$ cat src/rtl/uart_bus_pkg.sv
// Shared types and constants for the UART-to-bus binary command master.
// Opcodes, prefix byte, defaults and the master FSM encoding.
package uart_bus_pkg;

  localparam logic [1:0] OP_NOP   = 2'b00;
  localparam logic [1:0] OP_READ  = 2'b01;
  localparam logic [1:0] OP_WRITE = 2'b10;

  localparam logic [7:0]  BIN_PREFIX   = 8'h00;
  localparam logic [7:0]  DEF_ACK_BYTE = 8'h5A;
  localparam logic [23:0] DEF_TIMEOUT  = 24'd5000000;

  typedef enum logic [2:0] {
    ST_IDLE,
    ST_HDR,
    ST_WDATA,
    ST_RDATA,
    ST_ACK,
    ST_DONE
  } state_t;

  function automatic logic [7:0] cmd_byte(
    input logic [1:0] op,
    input logic       noinc,
    input logic       ack
  );
    return {2'b00, op, 2'b00, noinc, ack};
  endfunction

endpackage

$ cat src/rtl/uart_bus_master_if.sv
// Local request/payload bundle plus uart_top byte stream for the bus master.
// master = the bus master itself, slave = the agent driving it.
interface uart_bus_master_if;

  logic        cmd_valid;
  logic        cmd_ready;
  logic        cmd_write;
  logic [15:0] cmd_addr;
  logic [7:0]  cmd_len;
  logic        cmd_noinc;
  logic        cmd_ack;

  logic [7:0]  wr_data;
  logic        wr_valid;
  logic        wr_ready;
  logic [7:0]  rd_data;
  logic        rd_valid;
  logic        done;
  logic        error;

  logic [7:0]  tx_data;
  logic        new_tx_data;
  logic        tx_busy;
  logic [7:0]  rx_data;
  logic        new_rx_data;

  modport master (
    input  cmd_valid, cmd_write, cmd_addr, cmd_len,
    input  cmd_noinc, cmd_ack, wr_data, wr_valid,
    input  tx_busy, rx_data, new_rx_data,
    output cmd_ready, wr_ready, rd_data, rd_valid,
    output done, error, tx_data, new_tx_data
  );

  modport slave (
    output cmd_valid, cmd_write, cmd_addr, cmd_len,
    output cmd_noinc, cmd_ack, wr_data, wr_valid,
    output tx_busy, rx_data, new_rx_data,
    input  cmd_ready, wr_ready, rd_data, rd_valid,
    input  done, error, tx_data, new_tx_data
  );

endinterface

$ cat src/rtl/uart_tx_pacer.sv
// One-shot transmit pacing: fires at most every other cycle and never
// while the transmitter reports busy.
module uart_tx_pacer (
  input  logic clock,
  input  logic reset,
  input  logic req,
  input  logic tx_busy,
  output logic fire
);

  logic last;

  // the gap cycle gives the transmitter time to raise busy
  assign fire = req && !tx_busy && !last;

  always_ff @(posedge clock) begin
    if (!reset) last <= 1'b0;
    else        last <= fire;
  end

endmodule

$ cat src/rtl/uart_bus_master.sv
// Host-side initiator: turns a bus request into a binary command stream
// and collects the remote bridge's read data / ack reply.
module uart_bus_master
  import uart_bus_pkg::*;
#(
  parameter logic [23:0] TIMEOUT_CYCLES = DEF_TIMEOUT,
  parameter logic [7:0]  ACK_BYTE       = DEF_ACK_BYTE
) (
  input logic               clock,
  input logic               reset,
  uart_bus_master_if.master bus
);

  state_t      state;
  state_t      state_nxt;

  logic [1:0]  c_op;
  logic        c_noinc;
  logic        c_ack;
  logic [15:0] c_addr;
  logic [7:0]  c_len;

  logic [2:0]  hdr_idx;
  logic [8:0]  cnt;
  logic [23:0] tmo;
  logic        err;
  logic [7:0]  rd_data_q;
  logic        rd_valid_q;

  logic        tx_req;
  logic [7:0]  tx_byte;
  logic        fire;
  logic        wr_take;
  logic        accept;
  logic        rx_phase;
  logic        tmo_hit;

  assign accept   = bus.cmd_valid && (state == ST_IDLE);
  assign rx_phase = (state == ST_RDATA) || (state == ST_ACK);
  assign tmo_hit  = rx_phase && !bus.new_rx_data &&
                    (tmo >= TIMEOUT_CYCLES - 24'd1);

  uart_tx_pacer u_pacer (
    .clock   (clock),
    .reset   (reset),
    .req     (tx_req),
    .tx_busy (bus.tx_busy),
    .fire    (fire)
  );

  always_comb begin
    tx_req  = 1'b0;
    tx_byte = 8'h00;
    unique case (state)
      ST_HDR: begin
        tx_req = 1'b1;
        case (hdr_idx)
          3'd0:    tx_byte = BIN_PREFIX;
          3'd1:    tx_byte = cmd_byte(c_op, c_noinc, c_ack);
          3'd2:    tx_byte = c_addr[15:8];
          3'd3:    tx_byte = c_addr[7:0];
          default: tx_byte = c_len;
        endcase
      end
      ST_WDATA: begin
        tx_req  = bus.wr_valid;
        tx_byte = bus.wr_data;
      end
      default: ;
    endcase
  end

  always_comb begin
    state_nxt = state;
    wr_take   = 1'b0;
    unique case (state)
      ST_IDLE:
        if (bus.cmd_valid) state_nxt = ST_HDR;
      ST_HDR:
        if (fire && hdr_idx == 3'd4)
          state_nxt = (c_op == OP_WRITE) ? ST_WDATA : ST_RDATA;
      ST_WDATA:
        if (fire) begin
          wr_take = 1'b1;
          if (cnt == 9'd1)
            state_nxt = c_ack ? ST_ACK : ST_DONE;
        end
      ST_RDATA:
        if (tmo_hit)
          state_nxt = ST_DONE;
        else if (bus.new_rx_data && cnt == 9'd1)
          state_nxt = c_ack ? ST_ACK : ST_DONE;
      ST_ACK:
        if (bus.new_rx_data || tmo_hit) state_nxt = ST_DONE;
      ST_DONE:
        state_nxt = ST_IDLE;
      default:
        state_nxt = ST_IDLE;
    endcase
  end

  always_ff @(posedge clock) begin
    if (!reset) state <= ST_IDLE;
    else        state <= state_nxt;
  end

  always_ff @(posedge clock) begin
    if (!reset) begin
      c_op       <= OP_NOP;
      c_noinc    <= 1'b0;
      c_ack      <= 1'b0;
      c_addr     <= '0;
      c_len      <= '0;
      hdr_idx    <= '0;
      cnt        <= '0;
      tmo        <= '0;
      err        <= 1'b0;
      rd_data_q  <= '0;
      rd_valid_q <= 1'b0;
    end else begin
      rd_valid_q <= 1'b0;
      if (accept) begin
        c_op    <= bus.cmd_write ? OP_WRITE : OP_READ;
        c_noinc <= bus.cmd_noinc;
        c_ack   <= bus.cmd_ack;
        c_addr  <= bus.cmd_addr;
        c_len   <= bus.cmd_len;
        hdr_idx <= '0;
        err     <= 1'b0;
        // a zero length field encodes a full 256-byte burst
        cnt     <= (bus.cmd_len == 8'd0) ? 9'd256 : {1'b0, bus.cmd_len};
      end
      if (state == ST_HDR && fire) hdr_idx <= hdr_idx + 3'd1;
      if (wr_take) cnt <= cnt - 9'd1;
      if (state == ST_RDATA && bus.new_rx_data) begin
        rd_data_q  <= bus.rx_data;
        rd_valid_q <= 1'b1;
        cnt        <= cnt - 9'd1;
      end
      if (state == ST_ACK && bus.new_rx_data)
        err <= (bus.rx_data != ACK_BYTE);
      if (tmo_hit) err <= 1'b1;
      tmo <= (rx_phase && !bus.new_rx_data) ? tmo + 24'd1 : '0;
    end
  end

  assign bus.cmd_ready   = (state == ST_IDLE);
  assign bus.wr_ready    = wr_take;
  assign bus.new_tx_data = fire;
  assign bus.tx_data     = fire ? tx_byte : 8'h00;
  assign bus.rd_data     = rd_data_q;
  assign bus.rd_valid    = rd_valid_q;
  assign bus.done        = (state == ST_DONE);
  assign bus.error       = (state == ST_DONE) && err;

endmodule

$ cat src/flat_wrapper.sv
// flat-port wrapper written by rule: the top's interface ports become plain ports
module uart_bus_master_flat import uart_bus_pkg::*;
#(
  parameter logic [23:0] TIMEOUT_CYCLES = DEF_TIMEOUT,
  parameter logic [7:0]  ACK_BYTE       = DEF_ACK_BYTE
)
  (clock, reset, bus_cmd_valid, bus_cmd_write, bus_cmd_addr, bus_cmd_len, bus_cmd_noinc, bus_cmd_ack, bus_wr_data, bus_wr_valid, bus_tx_busy, bus_rx_data, bus_new_rx_data, bus_cmd_ready, bus_wr_ready, bus_rd_data, bus_rd_valid, bus_done, bus_error, bus_tx_data, bus_new_tx_data);
  uart_bus_master_if bus_i ();
  input logic clock;
  input logic reset;
  input wire logic [$bits(bus_i.cmd_valid)-1:0] bus_cmd_valid;
  input wire logic [$bits(bus_i.cmd_write)-1:0] bus_cmd_write;
  input wire logic [$bits(bus_i.cmd_addr)-1:0] bus_cmd_addr;
  input wire logic [$bits(bus_i.cmd_len)-1:0] bus_cmd_len;
  input wire logic [$bits(bus_i.cmd_noinc)-1:0] bus_cmd_noinc;
  input wire logic [$bits(bus_i.cmd_ack)-1:0] bus_cmd_ack;
  input wire logic [$bits(bus_i.wr_data)-1:0] bus_wr_data;
  input wire logic [$bits(bus_i.wr_valid)-1:0] bus_wr_valid;
  input wire logic [$bits(bus_i.tx_busy)-1:0] bus_tx_busy;
  input wire logic [$bits(bus_i.rx_data)-1:0] bus_rx_data;
  input wire logic [$bits(bus_i.new_rx_data)-1:0] bus_new_rx_data;
  output wire logic [$bits(bus_i.cmd_ready)-1:0] bus_cmd_ready;
  output wire logic [$bits(bus_i.wr_ready)-1:0] bus_wr_ready;
  output wire logic [$bits(bus_i.rd_data)-1:0] bus_rd_data;
  output wire logic [$bits(bus_i.rd_valid)-1:0] bus_rd_valid;
  output wire logic [$bits(bus_i.done)-1:0] bus_done;
  output wire logic [$bits(bus_i.error)-1:0] bus_error;
  output wire logic [$bits(bus_i.tx_data)-1:0] bus_tx_data;
  output wire logic [$bits(bus_i.new_tx_data)-1:0] bus_new_tx_data;
  assign bus_i.cmd_valid = bus_cmd_valid;
  assign bus_i.cmd_write = bus_cmd_write;
  assign bus_i.cmd_addr = bus_cmd_addr;
  assign bus_i.cmd_len = bus_cmd_len;
  assign bus_i.cmd_noinc = bus_cmd_noinc;
  assign bus_i.cmd_ack = bus_cmd_ack;
  assign bus_i.wr_data = bus_wr_data;
  assign bus_i.wr_valid = bus_wr_valid;
  assign bus_i.tx_busy = bus_tx_busy;
  assign bus_i.rx_data = bus_rx_data;
  assign bus_i.new_rx_data = bus_new_rx_data;
  assign bus_cmd_ready = bus_i.cmd_ready;
  assign bus_wr_ready = bus_i.wr_ready;
  assign bus_rd_data = bus_i.rd_data;
  assign bus_rd_valid = bus_i.rd_valid;
  assign bus_done = bus_i.done;
  assign bus_error = bus_i.error;
  assign bus_tx_data = bus_i.tx_data;
  assign bus_new_tx_data = bus_i.new_tx_data;
  uart_bus_master #(.TIMEOUT_CYCLES(TIMEOUT_CYCLES), .ACK_BYTE(ACK_BYTE)) u_core (.clock(clock), .reset(reset), .bus(bus_i));
endmodule
$ cat config.mk
export PLATFORM = sky130hd
export DESIGN_NAME = uart_bus_master_flat
export DESIGN_NICKNAME = d
export VERILOG_FILES = /design/src/rtl/uart_bus_pkg.sv /design/src/rtl/uart_bus_master_if.sv /design/src/rtl/uart_tx_pacer.sv /design/src/rtl/uart_bus_master.sv /design/src/flat_wrapper.sv
export SDC_FILE = /design/constraint.sdc
export NUM_CORES = 1
export LEC_CHECK = 0
export CAP_MARGIN = 30
export CORE_MARGIN = 3
export CORE_UTILIZATION = 35
export CTS_BUF_LIST = sky130_fd_sc_hd__clkbuf_8
export DETAILED_ROUTE_END_ITERATION = 12
export GPL_TIMING_DRIVEN = 1
export SLEW_MARGIN = 40
export SYNTH_ARGS = -nofsm -noshare
export SYNTH_HDL_FRONTEND = slang
export SYNTH_SLANG_ARGS = --single-unit
$ cat constraint.sdc
create_clock -name clock -period 2.28 [get_ports clock]
set_input_delay 0.342 -clock clock [delete_from_list [all_inputs] [get_ports clock]]
set_output_delay 0.342 -clock clock [all_outputs]
set_load 0.01 [all_outputs]
* Yosys cells after proc, flatten, opt, wreduce, memory -nomap -nowiden
Cells that the tools add are included.
** Storage, ports and cells
- Flip-flop bits (word level) :: 78
- Input bits :: 49
- Output and inout port bits :: 22
- Logic and storage cells :: 86
** Operators by class
- $add $sub $neg :: 3
- Magnitude comparators :: 1
- Eq/ne operators :: 18
- Muxes and demuxes :: 27
- Reductions and logical operators :: 24
** Operators with widths (number)
- $mux W9 :: 4
- $pmux W8 S4 :: 1
- $mux W3 :: 9
- $add A24 B1 Y24 const B :: 1
- $ge A24 B23 Y1 const B :: 1
- $pmux W8 S2 :: 1
- $pmux W3 S5 :: 1
- $eq A3 B2 Y1 const B :: 4
- $logic_and A1 B1 Y1 :: 11
- $eq A3 B3 Y1 const B :: 3
- $eq A9 B1 Y1 const B :: 1
- $sub A9 B1 Y9 const B :: 1
- $logic_not A8 Y1 :: 1
- $mux W1 :: 8
- $mux W8 :: 1
- $ne A8 B7 Y1 const B :: 1
- $eq A3 B1 Y1 const B :: 2
- $logic_not A3 Y1 :: 2
- $ne A2 B1 Y1 const B :: 3
- $reduce_and A6 Y1 :: 1
- $reduce_bool A3 Y1 :: 2
- $ne A2 B2 Y1 const B :: 2
- $add A3 B1 Y3 const B :: 1
- $logic_not A1 Y1 :: 3
- 7 further kinds :: 8

* Longest topological paths before layout
Gate-level depths: netlist (run 1).
- Word-level depth :: 8
- Mapped depth :: 8
- Gate-level depth less buffers :: 8

* By module
A second synthesis (run 1) with hierarchy kept.
** Unflattened totals
- Cell total of the unflattened synthesis :: 469
- Area total of the unflattened synthesis :: 3863.7 um2
** Modules (own cells, without submodules)
- uart_bus_master :: instances 1, cells an instance 466, area each 3823.7 um2, sequential area each 1541.5 um2
- uart_tx_pacer :: instances 1, cells an instance 3, area each 40.0 um2, sequential area each 20.0 um2

* Least setup slack after synthesis (run 1)
OpenSTA, ideal clock, no wires.
- Path type :: flip-flop to output port
- Start :: register u_core.hdr_idx[0]
- End :: output port bus_tx_data[7]
- Arrival :: 1.740 ns
- Data required time :: 1.938 ns
- Setup slack :: 0.198 ns
- Stages on the path, launching flop included :: 8
- Buffers on the path :: 0
- Path through :: dfxtp_1 inv_1 ha_1 or3_1 a21oi_1 a222oi_1 o21ai_0 and2_1
** On the way
- Word-level cells in the longest chain between the ends :: 4
- Elaborated cells on any way between the ends :: 7
- Those cells by class :: 3 x eq/ne; 3 x mux; 1 x reduce/logical
** Ends and longest elaborated chain
- from (decl) :: RTL line uart_bus_master.sv:23 : logic [2:0] hdr_idx;
- from (signal assigned) :: RTL line uart_bus_master.sv:133 : if (state == ST_HDR && fire) hdr_idx <= hdr_idx + 3'd1;
- $eq A3 B2 Y1, or another cell as far along :: RTL line uart_bus_master.sv:57 : case (hdr_idx)
- $pmux W8 S4 * :: RTL line uart_bus_master.sv:57
- $pmux W8 S2 * :: RTL line uart_bus_master.sv:54 : unique case (state)
- $mux W8 * :: RTL line uart_bus_master.sv:150 : assign bus.tx_data = fire ? tx_byte : 8'h00;
- to (decl) :: RTL line flat_wrapper.sv:28 : output wire logic [$bits(bus_i.tx_data)-1:0] bus_tx_data;
Mark *: on every way between the ends. The rest lies on a longest branch, timed or not.

* Final worst setup path (run 1)
- Start :: register u_core.hdr_idx[0]
- End :: output port bus_tx_data[5]
The elaborated chain is that of the path after synthesis.

==> results.yml, run 1 <==
status:
  status: "finished with violations"
  violations: "negative setup slack"
worst_setup_path:
  cp-start-kind: "register"
  cpMostUsedCell: "buf_6"
  cp_slowest_cell: "dfxtp_4"
  critPathKind: "register to primary output"
  cpPeakStageDelay_ns: 0.39
  worst_ep_arrival_time_ns: 2.06
  required_ns: 1.94
  worst-path-buf-inv: 4
  critPathTopFamily: "buffers and inverters"
  cp-end-kind: "primary output"
  crit_fanout: 6
  path_cells: "inv_4 -> ha_4 -> or3_4 -> a21oi_4 -> buf_6 -> buf_6 -> a21boi_2 -> o21ai_1 -> buf_2"
sta:
  rsz0062_at_grt: "true"
  skew_ns: 0.00790
  finalCriticalPeriod_ns: 2.40
  hold_viol: 0
  fmax_ghz: 0.416
  fin_hold_ws_ns: 0.453
  setup_viol: 7
  period_share_pct: 105
  fin_ws_ns: -0.123
  final_max_slew_viol_count: 0
  slew_headroom_pct: 70.1
  worstMarginPinSlew_ns: 0.446
run:
  cap_violations: 0
synthesis:
  synth_edf_count: 0
  synth_seq_cells: 78
  ys_types: 63
  synth_area_mm2: 0.00370
  yosys_warnings: 0
  ys.flop_type: "dfxtp_1"
  synth.net_count: 511
  ys_async_sr_fraction_pct: 0
  synthCells: 454
  ys_seq_area_share_pct: 42.2
  syn_area_per_cell_um2: 8.14
power_and_ir_drop:
  power_frac_seq_pct: 40.9
  swShare_pct: 31.4
  power.leakage_nw: 1.88
  power.combinational.fraction_pct: 29.1
  clkPwrFrac_pct: 30.0
  p_switching_mw: 1.26
  ir_drop_uv: 336
  totalPowerFinal_mw: 4.00
  power_density_mw_per_mm2: 792
  internal_power_mw: 2.74
placed_design:
  port_buffers: 70
  gp_congestion: 0.827
  dp_slack_ns: -0.520
  dp_hpwl_um: 7010
  place_area_mm2: 0.00470
floorplanning:
  ioPinCount: 71
  die_y_um: 109
  die-area_mm2: 0.0118
  start_util_pct: 37.0
  fp.dieW_um: 109
  coreArea_mm2: 0.0100
  rows: 36
finish:
  nNetsFinal: 605
  drive_gt1_share_pct: 17.4
  fin_util_pct: 50.5
  final_common_cell: "nand2_1"
  area_delta_synth_final_pct: 36.5
  finalInstanceArea_mm2: 0.00505
  final_cell_mix: "nand2_1 (93), dfxtp_1 (74), clkdlybuf4s50_1 (56)"
  antennaDiodeCount: 0
  fillers: 975
cts:
  cts_tree: "built"
  clock_latency_ns: 0.36
  path_clk_slew_ns: 0.07
  cts_buffers: 9
  cts-root-buf: "clkbuf_8"
  h-tree-depth: 3
  cts_sinks: 78
  clockBufferDepth: 2
global_route:
  grtUsageTotal_pct: 17.2
  grt_max_degree: 54
  grt_pass1_vias: 3349
  antenna_found_initial: 0
  grt_first_pass_wirelength_um: 16100
  grt-ovfl-total: 0
min_path:
  hold_path_class: "register to register"
drt:
  vias_per_cell: 5.21
  dr_wl_met3_um: 516
  route.detailed.wl_per_inst_um: 14.3
  top_layer: "met4"
  drc: 0
  wl_um: 9800
  firstDrtPassIters: 5
  wl_met1_um: 4710
  ant_nets: 0
  drt-initial-drc-count: 225
  dr_wl_met2_um: 4410
  vias: 3571
==> power by group through the flow <==
stage	sequential [mW]	combinational (mW)	clock, mW
2_1_floorplan	1.61	0.654	0
3_3_place_gp	1.65	1.07	0
3_5_place_dp	1.65	1.08	0
4_1_cts	1.63	1.14	1.22
5_1_grt	1.66	1.29	1.29
6_report	1.64	1.17	1.20
==> per-stage QoR <==
stage,setup TNS (ns),cells
after global routing,-1.15,686
after global placement,-4.95,667
after CTS,-0.469,686
after detailed placement,-4.70,667
final,-0.404,686
after floorplan,0,454
==> registers in the layout, summed over array words and instances, names as in the netlist <==
register	count
u_core.bus.rd_valid	1
u_core.hdr_idx	3
u_core.c_op	2
u_core.tmo	24
u_core.c_len	8
u_core.u_pacer.last	1
u_core.cnt	9
u_core.err	1
u_core.c_addr	16
u_core.c_noinc	1
u_core.state	3
u_core.c_ack	1
u_core.bus.rd_data	8
==> worst reg2reg max path: cells and delay by family, from the launching register on <==
kind / cells / cell delay, ns
compound gates: 2 / 0.23
flops: 1 / 0.35
simple gates: 4 / 1.35
==> kinds of logic after synthesis <==
family | after synthesis | synth area share [%]
and+or+nand+nor | 211 | 27.9
DFF | 78 | 42.2
xor gates and xnor gates | 20 | 4.74
adders and majority gates | 8 | 2.71
buffers and inverters | 27 | 3.35
AOI/OAI and AO/OA | 110 | 19.1
==> timing repair <==
item,in CTS,in global routing
pin swaps,12,10
endpoints found under the setup margin,13,12
hold buffers,0,0
resized for setup,79,7
setup buffers,4,1
==> cells in the mapped netlist (3+ instances only) <==
cell | instances | share of area [%]
nand2_1 | 93 | 9.4
dfxtp_1 | 78 | 42
a21oi_1 | 49 | 6.6
nor2_1 | 42 | 4.3
nand3_1 | 18 | 2.4
o21ai_0 | 17 | 2.3
clkbuf_1 | 16 | 1.6
xor2_1 | 16 | 3.8
a222oi_1 | 8 | 2.2
ha_1 | 8 | 2.7
and3_1 | 7 | 1.2
and2_1 | 6 | 1.0
inv_1 | 6 | 0.61
a31oi_1 | 5 | 0.85
a21boi_0 | 4 | 0.81
and4_1 | 4 | 0.95
nand4_1 | 4 | 0.68
nor2b_1 | 4 | 0.68
o21a_1 | 4 | 0.81
or3_1 | 4 | 0.68
xnor2_1 | 4 | 0.95
nor3_1 | 3 | 0.41
o21ai_1 | 3 | 0.41
o311ai_0 | 3 | 0.71
or4_1 | 3 | 0.61
==> area by class of cell <==
cell class              instances  area (um2)  share of cell area (%)
well taps                     133         166                    3.30
flip-flops and latches         78        1570                    31.2
multi-input cells             349        2100                    41.6
clock inverters                 4        68.8                    1.36
clock buffers                  12         165                    3.27
repair buffers                103         943                    18.7
inverters                       7        28.8                   0.570
==> metal layers <==
layer | track usage [%] | up-vias
li1 | - | 1788
met1 | 23.3 | 1680
met2 | 26.9 | 89
met3 | 3.14 | 14
met4 | 7.12 | 0
met5 | 0 | -
==> final timing paths <==
path / startpoint / end / slack, ns / depth (start not counted)
worst min-delay path: u_core.tmo[0] / u_core.tmo[0] / 0.45 / 1
worst min register to register: u_core.tmo[0] / u_core.tmo[0] / 0.45 / 1
worst max register to register: u_core.tmo[15] / u_core.state[0] / 0.28 / 6
worst max-delay path: u_core.hdr_idx[0] / bus_tx_data[5] / -0.12 / 9
Note: power is estimated with default switching activity, not from simulation.
==> run 2, diff against run 1 <==
Settings changed: HOLD_SLACK_MARGIN set to 0.1, TNS_END_PERCENT set to 1.
==> run 2 against run 1 <==
Non-clock buffer count stayed put. Critical path type unchanged. Sequential share of layout area is 0.23 points higher. Core utilization decreased by 0.41 points. The flow still finishes with violations (negative setup slack).
==> results.yml, run 2 (same netlist as run 1, synthesis figures left out) <==
cts:
  cts_sinks: 78
  cts_buffers: 9
  clockBufferDepth: 2
  cts-root-buf: "clkbuf_8"
  h-tree-depth: 3
  clock_latency_ns: 0.35
  cts_hold_buf: 0
  cts_tree: "built"
  path_clk_slew_ns: 0.07
status:
  violations: "negative setup slack"
  status: "finished with violations"
drt:
  ant_nets: 0
  firstDrtPassIters: 5
  route.detailed.wl_per_inst_um: 14.2
  drt-initial-drc-count: 233
  drc: 0
  wl_um: 9720
  vias: 3545
  vias_per_cell: 5.17
finish:
  drive_gt1_share_pct: 16.8
  nNetsFinal: 605
  top_regs: "u_core.tmo: 24 flops, u_core.c_addr: 16 flops, u_core.cnt: 9 flops"
  multi_input_area_mm2: 0.00208
  top_register: "u_core.tmo"
  final_common_cell: "nand2_1"
  antennaDiodeCount: 0
  finalInstanceArea_mm2: 0.00500
  final_cell_mix: "nand2_1 (93), dfxtp_1 (75), clkdlybuf4s50_1 (56)"
  regArea_mm2: 0.00157
  area_delta_synth_final_pct: 35.4
  largest_reg_flops: 24
  fillers: 985
floorplanning:
  ioPinCount: 71
  rows: 36
  coreArea_mm2: 0.0100
  die_y_um: 109
  fp.dieW_um: 109
  die-area_mm2: 0.0118
  start_util_pct: 37.0
global_route:
  grt_max_degree: 54
  grt_pass1_vias: 3330
  grt_first_pass_wirelength_um: 16000
  antenna_found_initial: 0
  grt-ovfl-total: 0
  grtUsageTotal_pct: 17.0
sta:
  final_max_slew_viol_count: 0
  fmax_ghz: 0.424
  fin_ws_ns: -0.0783
  slew_headroom_pct: 70.1
  hold_viol: 0
  finalCriticalPeriod_ns: 2.36
  rsz0062_at_grt: "true"
  worstMarginPinSlew_ns: 0.446
  setup_viol: 8
  fin_setup_tns_ns: -0.523
  period_share_pct: 103
  skew_ns: 0.00791
min_path:
  hold_path_depth: 1
  hold_path_class: "register to register"
power_and_ir_drop:
  power.leakage_nw: 1.88
  ir_drop_uv: 338
  power_density_mw_per_mm2: 793
worst_setup_path:
  required_ns: 1.94
  r2r_setup_slack_ns: 0.28
  cp-start-kind: "register"
  crit_fanout: 7
  cp-end-kind: "primary output"
  critPathKind: "register to primary output"
  rr_worst_depth: 6
  worst_ep_arrival_time_ns: 2.02
placed_design:
  gp_congestion: 0.827
  port_buffers: 70
  dp_hpwl_um: 7010
  place_area_mm2: 0.00470
run:
  cap_violations: 0
## run 2: cell types whose count changed in the layout (fill, tap and decap cells not counted)
cell,previous run,this run
a21boi_0,1,2
a21boi_1,1,3
a21boi_2,3,0
buf_4,28,31
buf_6,5,2
clkbuf_2,0,1
clkdlybuf4s15_1,1,0
dfxtp_1,74,75
dfxtp_2,1,0
ha_2,2,3
ha_4,2,1
inv_2,2,3
inv_4,1,0
## run 2: layout make-up
class	count	share of cell area, %
clock inverter	4	1.38
sequential	78	31.4
multi-input combinational	349	41.5
inverter	7	0.525
tap	133	3.33
timing repair buffer	103	18.5
clock buffer	12	3.30
## run 2: timing repair
item,4_1_cts,5_1_grt
buffers inserted,2,1
endpoints found under the setup margin,13,11
gates resized for setup,56,19
pin swaps,4,7
## run 2: worst paths after layout
check                                        from              end
worst max-delay path            u_core.hdr_idx[0]   bus_tx_data[6]
worst min-delay path                u_core.tmo[0]    u_core.tmo[0]
worst max register to register     u_core.tmo[15]  u_core.state[0]
worst min register to register      u_core.tmo[0]    u_core.tmo[0]
## run 2: stage by stage
stage	setup WS, ns	std cells	utilization (%)	power [mW]	hold slack, ns
2_1_floorplan	0.198	454	-	2.26	0.422
3_3_place_gp	-0.550	667	47.0	2.72	0.432
3_5_place_dp	-0.520	667	47.0	2.73	0.443
4_1_cts	-0.165	685	49.7	3.97	0.457
5_1_grt	-0.197	686	50.1	4.21	0.476
6_report	-0.0783	686	50.1	3.97	0.453
## run 2: where the power goes
part | internal (mW) | switching [mW] | total [mW]
Sequential | 1.51 | 0.118 | 1.63
Combinational | 0.510 | 0.627 | 1.14
Clock | 0.701 | 0.498 | 1.20
Total | 2.72 | 1.24 | 3.97
## run 2: worst max-delay path, stage by stage, from the launching register on
cell and delay [ns]:
dfxtp_4 0.38, inv_2 0.06, ha_4 0.15, or3_4 0.39
a21oi_4 0.18, buf_6 0.14, a222oi_1 0.08, o21ai_1 0.13
buf_2 0.14
## run 2: per-layer routing
layer / routed length [um] / track usage, % / vias to the layer above
met5: 0 / 0 / -
met3: 531 / 3.02 / 12
met2: 4340 / 26.7 / 87
met4: 160 / 6.67 / 0
met1: 4680 / 23.2 / 1655
li1: - / - / 1791
